### config.mk
export PLATFORM = sky130hd
export DESIGN_NAME = clock_time_counter
export DESIGN_NICKNAME = d
export VERILOG_FILES = /design/src/rtl/clock_time_counter.sv
export SDC_FILE = /design/constraint.sdc
export NUM_CORES = 1
export LEC_CHECK = 0
export CAP_MARGIN = 40
export CORE_MARGIN = 2
export CORE_UTILIZATION = 24
export CTS_CLUSTER_SIZE = 20
export DETAILED_ROUTE_END_ITERATION = 6
export PLACE_DENSITY_LB_ADDON = 0.15
export SLEW_MARGIN = 0
export SYNTH_ARGS = -nofsm -noshare
export SYNTH_HDL_FRONTEND = slang
export SYNTH_SLANG_ARGS = --single-unit
### constraint.sdc
create_clock -name clk_100mhz -period 2.1 [get_ports clk_100mhz]
set_input_delay 0.42 -clock clk_100mhz [delete_from_list [all_inputs] [get_ports clk_100mhz]]
set_output_delay 0.42 -clock clk_100mhz [all_outputs]
set_load 0.05 [all_outputs]
### src/rtl/clock_time_counter.sv
// Time-of-day counter in packed BCD with RUN/SET modes, fed by the 1 Hz divider.
// Optional 12 h display remap when CLOCK_12H_EN is defined (internal hour stays 24 h).
module clock_time_counter #(
  parameter logic [7:0] INIT_HOUR = 8'h00,
  parameter logic [7:0] INIT_MIN  = 8'h00
) (
  input  logic       clk_100mhz,
  input  logic       rst_100mhz,
  input  logic       in_1hz,
  input  logic       set_mode,
  input  logic       inc_min,
  input  logic       inc_hour,
  output logic [7:0] sec_bcd,
  output logic [7:0] min_bcd,
  output logic [7:0] hour_bcd,
  output logic       tick_sec,
  output logic       hour_pulse,
  output logic       day_pulse,
  output logic       pm
);

  typedef enum logic {RUN, SET} state_t;

  state_t     state, state_nxt;
  logic       in_d;
  logic       tick;
  logic [7:0] sec_q, min_q, hour_q;
  logic       count_en, set_en, clr_sec;
  logic       sec_wrap, min_wrap, hour_wrap;

  // Wraps to 00 at 'last', otherwise a per-digit BCD increment.
  function automatic logic [7:0] bcd_inc(input logic [7:0] v, input logic [7:0] last);
    if (v == last)
      return '0;
    if (v[3:0] == 4'd9)
      return {v[7:4] + 4'd1, 4'd0};
    return {v[7:4], v[3:0] + 4'd1};
  endfunction

  // in_d follows in_1hz even under reset, so a high input at release is not a tick.
  always_ff @(posedge clk_100mhz)
    in_d <= in_1hz;

  assign tick      = in_1hz & ~in_d;
  assign sec_wrap  = (sec_q  == 8'h59);
  assign min_wrap  = (min_q  == 8'h59);
  assign hour_wrap = (hour_q == 8'h23);

  always_ff @(posedge clk_100mhz) begin
    if (rst_100mhz)
      state <= RUN;
    else
      state <= state_nxt;
  end

  always_comb begin
    state_nxt = state;
    case (state)
      RUN: if (set_mode)  state_nxt = SET;
      SET: if (!set_mode) state_nxt = RUN;
      default: state_nxt = RUN;
    endcase
  end

  // set_mode takes priority over a coincident tick, including on the SET entry edge.
  always_comb begin
    count_en = (state == RUN) && !set_mode && tick;
    set_en   = (state == SET);
    clr_sec  = set_mode;
  end

  always_ff @(posedge clk_100mhz) begin
    if (rst_100mhz) begin
      sec_q      <= '0;
      min_q      <= INIT_MIN;
      hour_q     <= INIT_HOUR;
      tick_sec   <= 1'b0;
      hour_pulse <= 1'b0;
      day_pulse  <= 1'b0;
    end else begin
      tick_sec   <= count_en;
      hour_pulse <= count_en && sec_wrap && min_wrap;
      day_pulse  <= count_en && sec_wrap && min_wrap && hour_wrap;

      if (clr_sec)
        sec_q <= '0;
      else if (count_en)
        sec_q <= bcd_inc(sec_q, 8'h59);

      if ((set_en && inc_min) || (count_en && sec_wrap))
        min_q <= bcd_inc(min_q, 8'h59);

      if ((set_en && inc_hour) || (count_en && sec_wrap && min_wrap))
        hour_q <= bcd_inc(hour_q, 8'h23);
    end
  end

  assign sec_bcd = sec_q;
  assign min_bcd = min_q;

`ifdef CLOCK_12H_EN
  logic [4:0] hour_bin;
  logic [4:0] hour_12;

  always_comb begin
    hour_bin = 5'(hour_q[7:4]) * 5'd10 + {1'b0, hour_q[3:0]};
    if (hour_bin == 5'd0)
      hour_12 = 5'd12;
    else if (hour_bin > 5'd12)
      hour_12 = hour_bin - 5'd12;
    else
      hour_12 = hour_bin;
    hour_bcd = (hour_12 >= 5'd10) ? {4'd1, 4'(hour_12 - 5'd10)} : {4'd0, hour_12[3:0]};
    pm       = (hour_bin >= 5'd12);
  end
`else
  assign hour_bcd = hour_q;
  assign pm       = 1'b0;
`endif

endmodule
Word-level counts from Yosys, hierarchy flattened:

Cells that the tools add are included.

* logic and storage cells: 79
* bits in registers: 29
* output and inout bits: 28
* input bits: 6

* mux-type cells: 36
* equality and inequality tests: 6
* add/sub/neg operators: 6
* reductions and logical operators: 17
* bitwise logic cells: 3

Operator list (count)
* 8-bit 2-to-1 mux: 12
* 4-bit by 1-bit adder with 4-bit output (second input constant): 6
* 1-bit 2-to-1 mux: 24
* 8-bit by 7-bit == test with 1-bit output (second input constant): 2
* 4-bit == test (second input constant): 3
* 8-bit by 6-bit == test with 1-bit output (second input constant): 1
* 1-bit logical AND: 7
* 2-bit AND reduction: 3
* 2-bit nonzero test: 3
* 1-bit logical OR: 2
* 1-bit inverter: 2
* 2-bit OR reduction: 1
* 1-bit bitwise AND: 1
* 1-bit logical NOT: 1

Logic depth before layout (Yosys ltp):

* depth in word-level cells: 13
* mapped depth: 8
* gate-level depth less buffers: 6

Worst setup path before layout:

Ideal clock, no wire load.

* path type: register to register
* from: register sec_q[1] (netlist: sec_bcd[1])
* to: register sec_q[5] (netlist: sec_bcd[5])
* slack: -0.070 ns
* data arrival time: 2.084 ns
* path buffers: 2
* required time: 2.014 ns
* period minus slack after synthesis: 2.170 ns
* setup time: 0.086 ns
* stages on the path, launching flop included: 9
* cells stage by stage: dfxtp_1 inv_1 ha_1 and3b_1 buf_2 and3_2 buf_2 or3_4 a211oi_1

* word-level cells in the longest chain between the ends: 8
* elaborated cells on any way between the ends: 16
* classes of those cells: 2 x eq/ne; 12 x mux; 2 x reduce/logical

Ends and longest elaborated chain
* start, declared: line 27 `logic [7:0] sec_q, min_q, hour_q;`
* start signal, assigned: line 88 `sec_q <= bcd_inc(sec_q, 8'h59);`
* 4-bit == test: line 35 `if (v[3:0] == 4'd9)`
* 1-bit 2-to-1 mux (2 in a row): line 35
* 1-bit 2-to-1 mux: line 87 `else if (count_en)`
* 1-bit 2-to-1 mux: line 85 `if (clr_sec)`
* 1-bit 2-to-1 mux: line 73 `if (rst_100mhz) begin`
* 2-bit nonzero test (no line)
* 2-bit AND reduction (no line)

Several ways; a longest one is shown, not always the timed one. The select of a mux whose other input is x is not followed.
A chain may end at the register's enable or synchronous reset.

Worst setup path in the final report:

* from: input set_mode
* to: register sec_q[7] (netlist: sec_bcd[7])

* word-level cells in the longest chain between the ends: 4
* elaborated cells on any way between the ends: 5
* classes of those cells: 5 x reduce/logical

Ends and longest elaborated chain
* start, declared: line 10 `input logic set_mode,`
* 1-bit logical NOT: line 67 `count_en = (state == RUN) && !set_mode && tick;`
* 1-bit logical AND (2 in a row): line 67
* 2-bit AND reduction (no line)

Several ways; a longest one is shown, not always the timed one.

==> metrics.md <==
| Metric | Value |
|---|---|
| Final worst path period need | 1.99 ns |
| Fin crit share | 95.0% |
| Die area | 7290 um^2 |
| Vias per cell | 4.80 |
| Worst hold-check path type | flop to flop |
| Worst slew pin tran | 0.499 ns |
| GRT Total Usage | 12.3% |
| CTS buffer count | 5 |
| PnR worst setup slack | 0.106 ns |
| PortBufs | 32 |
| PD cells | 507 nW/um^2 |
| RSZ-0062 raised after global routing | no |
| Most frequent cells in the layout | clkdlybuf4s50_1 (31), dfxtp_1 (27), buf_4 (19) |
| Antenna viol nets, final | 0 |
| Max VDD drop | 0.242 mV |
| Hold path startpoint | hour_bcd[1] |
| Mux contribution to synthesized area | 1.34% |
| Syn Inst Count | 189 |
| Clock buffer depth | 2 |
| Hold Crit Depth | 2 |
| Top cell type's share of synthesized area | 36.5% |
| GR Overflow Total | 0 |
| Final instance area | 2190 um^2 |
| Slew HR | 66.6% |
| DRT Pass-1 Iters | 4 |
| CTS Hold Bufs | 0 |
| Final core area utilization | 34.2% |
| Vias | 1501 |
| Initial Utilization | 24.9% |
| Count of cell types in the netlist | 43 |
| Max-capacitance violation count | 0 |
| Simple-gate portion of the synthesized area | 28.4% |
| Clock Latency Late Sink | 0.28 ns |
| GPL Wtd Cong | 0.768 |
| Filler Cell Count | 708 |
| Cell family with most CP delay | simple AND/OR/NAND/NOR gates |
| Largest net degree at the start of global routing | 23 |
| Synth top area cells | dfxtp_1 (37%), ha_1 (9.4%), a21oi_1 (4.1%) |
| Pleak | 0.764 nW |
| Setup crit end kind | flop |
| # IOs | 34 |
| Synth warn | 0 |
| Share of layout cells above drive strength 1 | 14.0% |
| Syn nets | 207 |
| Area leader, netlist | dfxtp_1 |
| Peak Freq | 501 MHz |
| CP max stage delay | 0.64 ns |
| Finished Layout Cells | 313 |
| Drt drc | 0 |
| Sequential share of the synthesized area | 36.5% |
| Synth Flop Type | dfxtp_1 |
| Global-route wire length before repair | 7080 um |
| Data arrival, critical path | 2.17 ns |
| PostCTS Resize Cnt | 0 |
| Power Total | 0.00111 W |
| Synth Area in XOR/XNOR | 2.20% |
| R2R depth | 7 |
| Placed cell count | 306 |
| Clk root buf | clkbuf_8 |
| Hold endpoint | hour_bcd[1] |
| Final Hold Fails | 0 |
| Pre-CTS setup slack | -0.187 ns |
| Critical path buffer and inverter count | 2 |
| Drt total wl | 4120 um |
| CP required | 2.27 ns |
| Top sig layer | met4 |
| DR WL/cell | 13.2 um |
| Ant diodes | 0 |
| Post-route met1 wirelength | 2110 um |
| Slew Limit Fails | 0 |
| Largest family of logic cells by synthesized area | simple AND/OR/NAND/NOR gates |
| Mapped Avg Cell Area | 8.41 um^2 |
| DP HPWL | 3120 um |
| Dpl cell area | 2100 um^2 |
| CTS tree | built |
| Mapped Area | 1590 um^2 |
| CTS clock-pin slew for the worst setup and hold paths | 0.06 ns |
| CP Class | primary input to flop |
| CORE AREA | 6390 um^2 |
| Setup violations, final | 0 |
| RR Endpoint | sec_bcd[5] |
| Vias in the first global route | 1466 |
| FFs w/ async S/R, synth | 0% |
| Htree depth | 2 |
| Cell Rows | 29 |
| Initial antenna violation count | 0 |
| Chip Width | 85.4 um |
| Yosys reg bits | 29 |
| EDFF count, synth | 0 |
| Clock Sinks | 29 |
| Most common cell after layout, fill and taps aside | clkdlybuf4s50_1 |
| Area grow syn2layout | 37.5% |
| Setup bufs post-CTS | 0 |
| Met2 routed WL | 1790 um |
| Die Y | 85.4 um |
| Startpoint type of the worst setup path | primary input |
| Post-synthesis compound-gate area fraction | 16.7% |
| Setup Skew | 0.00628 ns |
| Initial DRC Count | 59 |
| Status | finished clean |
| Worst R2R Start | sec_bcd[1] |
| Slowest-stage cell, CP | or4b_1 |
| CP Cell Sequence | clkdlybuf4s50_1 -> buf_4 -> or4b_1 -> nor3_1 -> xnor2_1 -> nor2_1 |
| Met3 routed WL | 169 um |
| Flop-to-flop setup slack | 0.20 ns |
| Adder-cell share of the synthesized area | 9.44% |
| CP max FO | 7 |
| Nets | 254 |
[worst register-to-register path, cell delays in order, from the launching register on]
cell and delay, ns:
dfxtp_2 0.37, inv_1 0.05, ha_1 0.18, and3b_1 0.27
and3_2 0.27, buf_4 0.14, or3_4 0.35, a211oi_1 0.20
[worst max path at each step]
| stage | startpoint | to | slack (ns) | cells past startpoint |
|---|---|---|---|---|
| 6_report | set_mode | sec_bcd[7] | 0.11 | 6 |
| 5_1_grt | set_mode | min_bcd[5] | 0.008 | 6 |
| 4_1_cts | sec_bcd[0] | sec_bcd[0] | 0.09 | 2 |
| 3_5_place_dp | set_mode | sec_bcd[7] | -0.19 | 6 |
| 3_3_place_gp | set_mode | hour_bcd[5] | -0.18 | 6 |
| 2_1_floorplan | sec_bcd[5] | sec_bcd[5] | 0.02 | 7 |
[sequential cells by signal, indices dropped and copies added, names as in the netlist]
signal and flops:
hour_pulse 1, hour_bcd 8, day_pulse 1, in_d 1, sec_bcd 8, set_en 1
tick_sec 1, min_bcd 8
[cells in the mapped netlist (2+ instances only)]
master,count
a31oi_1,6
or4_1,3
and3b_1,5
and2_1,2
clkbuf_1,5
nand2_1,13
o21ai_0,8
dfxtp_1,29
nor2_1,13
o311ai_0,2
buf_2,3
inv_1,10
nand3b_1,3
nand3_1,11
a21oi_1,13
or3_1,3
xnor2_1,3
nor4_1,4
ha_1,12
a211oi_1,2
o31ai_1,2
or4b_1,2
nor3_1,12
nand4_1,2
nor2b_1,3
[power breakdown]
group	switching (W)	internal [W]
clock network	0.000207	0.000260
logic	0.0000456	0.0000353
registers	0.00000568	0.000555
[cells by family after synthesis]
group           count (synthesis)
fa+ha+maj                      12
simple gates                   79
xor+xnor                        4
compound gates                 42
mux                             2
buf+inv                        20
other cells                     1
flops                          29
[layer usage]
metal  track usage, %  up-vias
met5                0        -
met4             4.33        0
met3             3.31        4
met2             18.8       24
met1             16.6      693
li1                 -      780
[final cells by class]
class / instances / area [um^2] / area share (%)
clock buffer: 7 / 86.3 / 3.95
sequential: 29 / 583 / 26.7
multi-input combinational: 140 / 930 / 42.5
tap: 77 / 96.3 / 4.41
inverter: 10 / 37.5 / 1.72
timing repair buffer: 50 / 453 / 20.7
[through the flow]
step / setup TNS [ns] / hold WS, ns
4_1_cts: 0 / 0.514
3_5_place_dp: -2.14 / 0.502
5_1_grt: 0 / 0.526
6_report: 0 / 0.505
3_3_place_gp: -2.15 / 0.490
2_1_floorplan: 0 / 0.448
(Power assumes the default switching activity.)
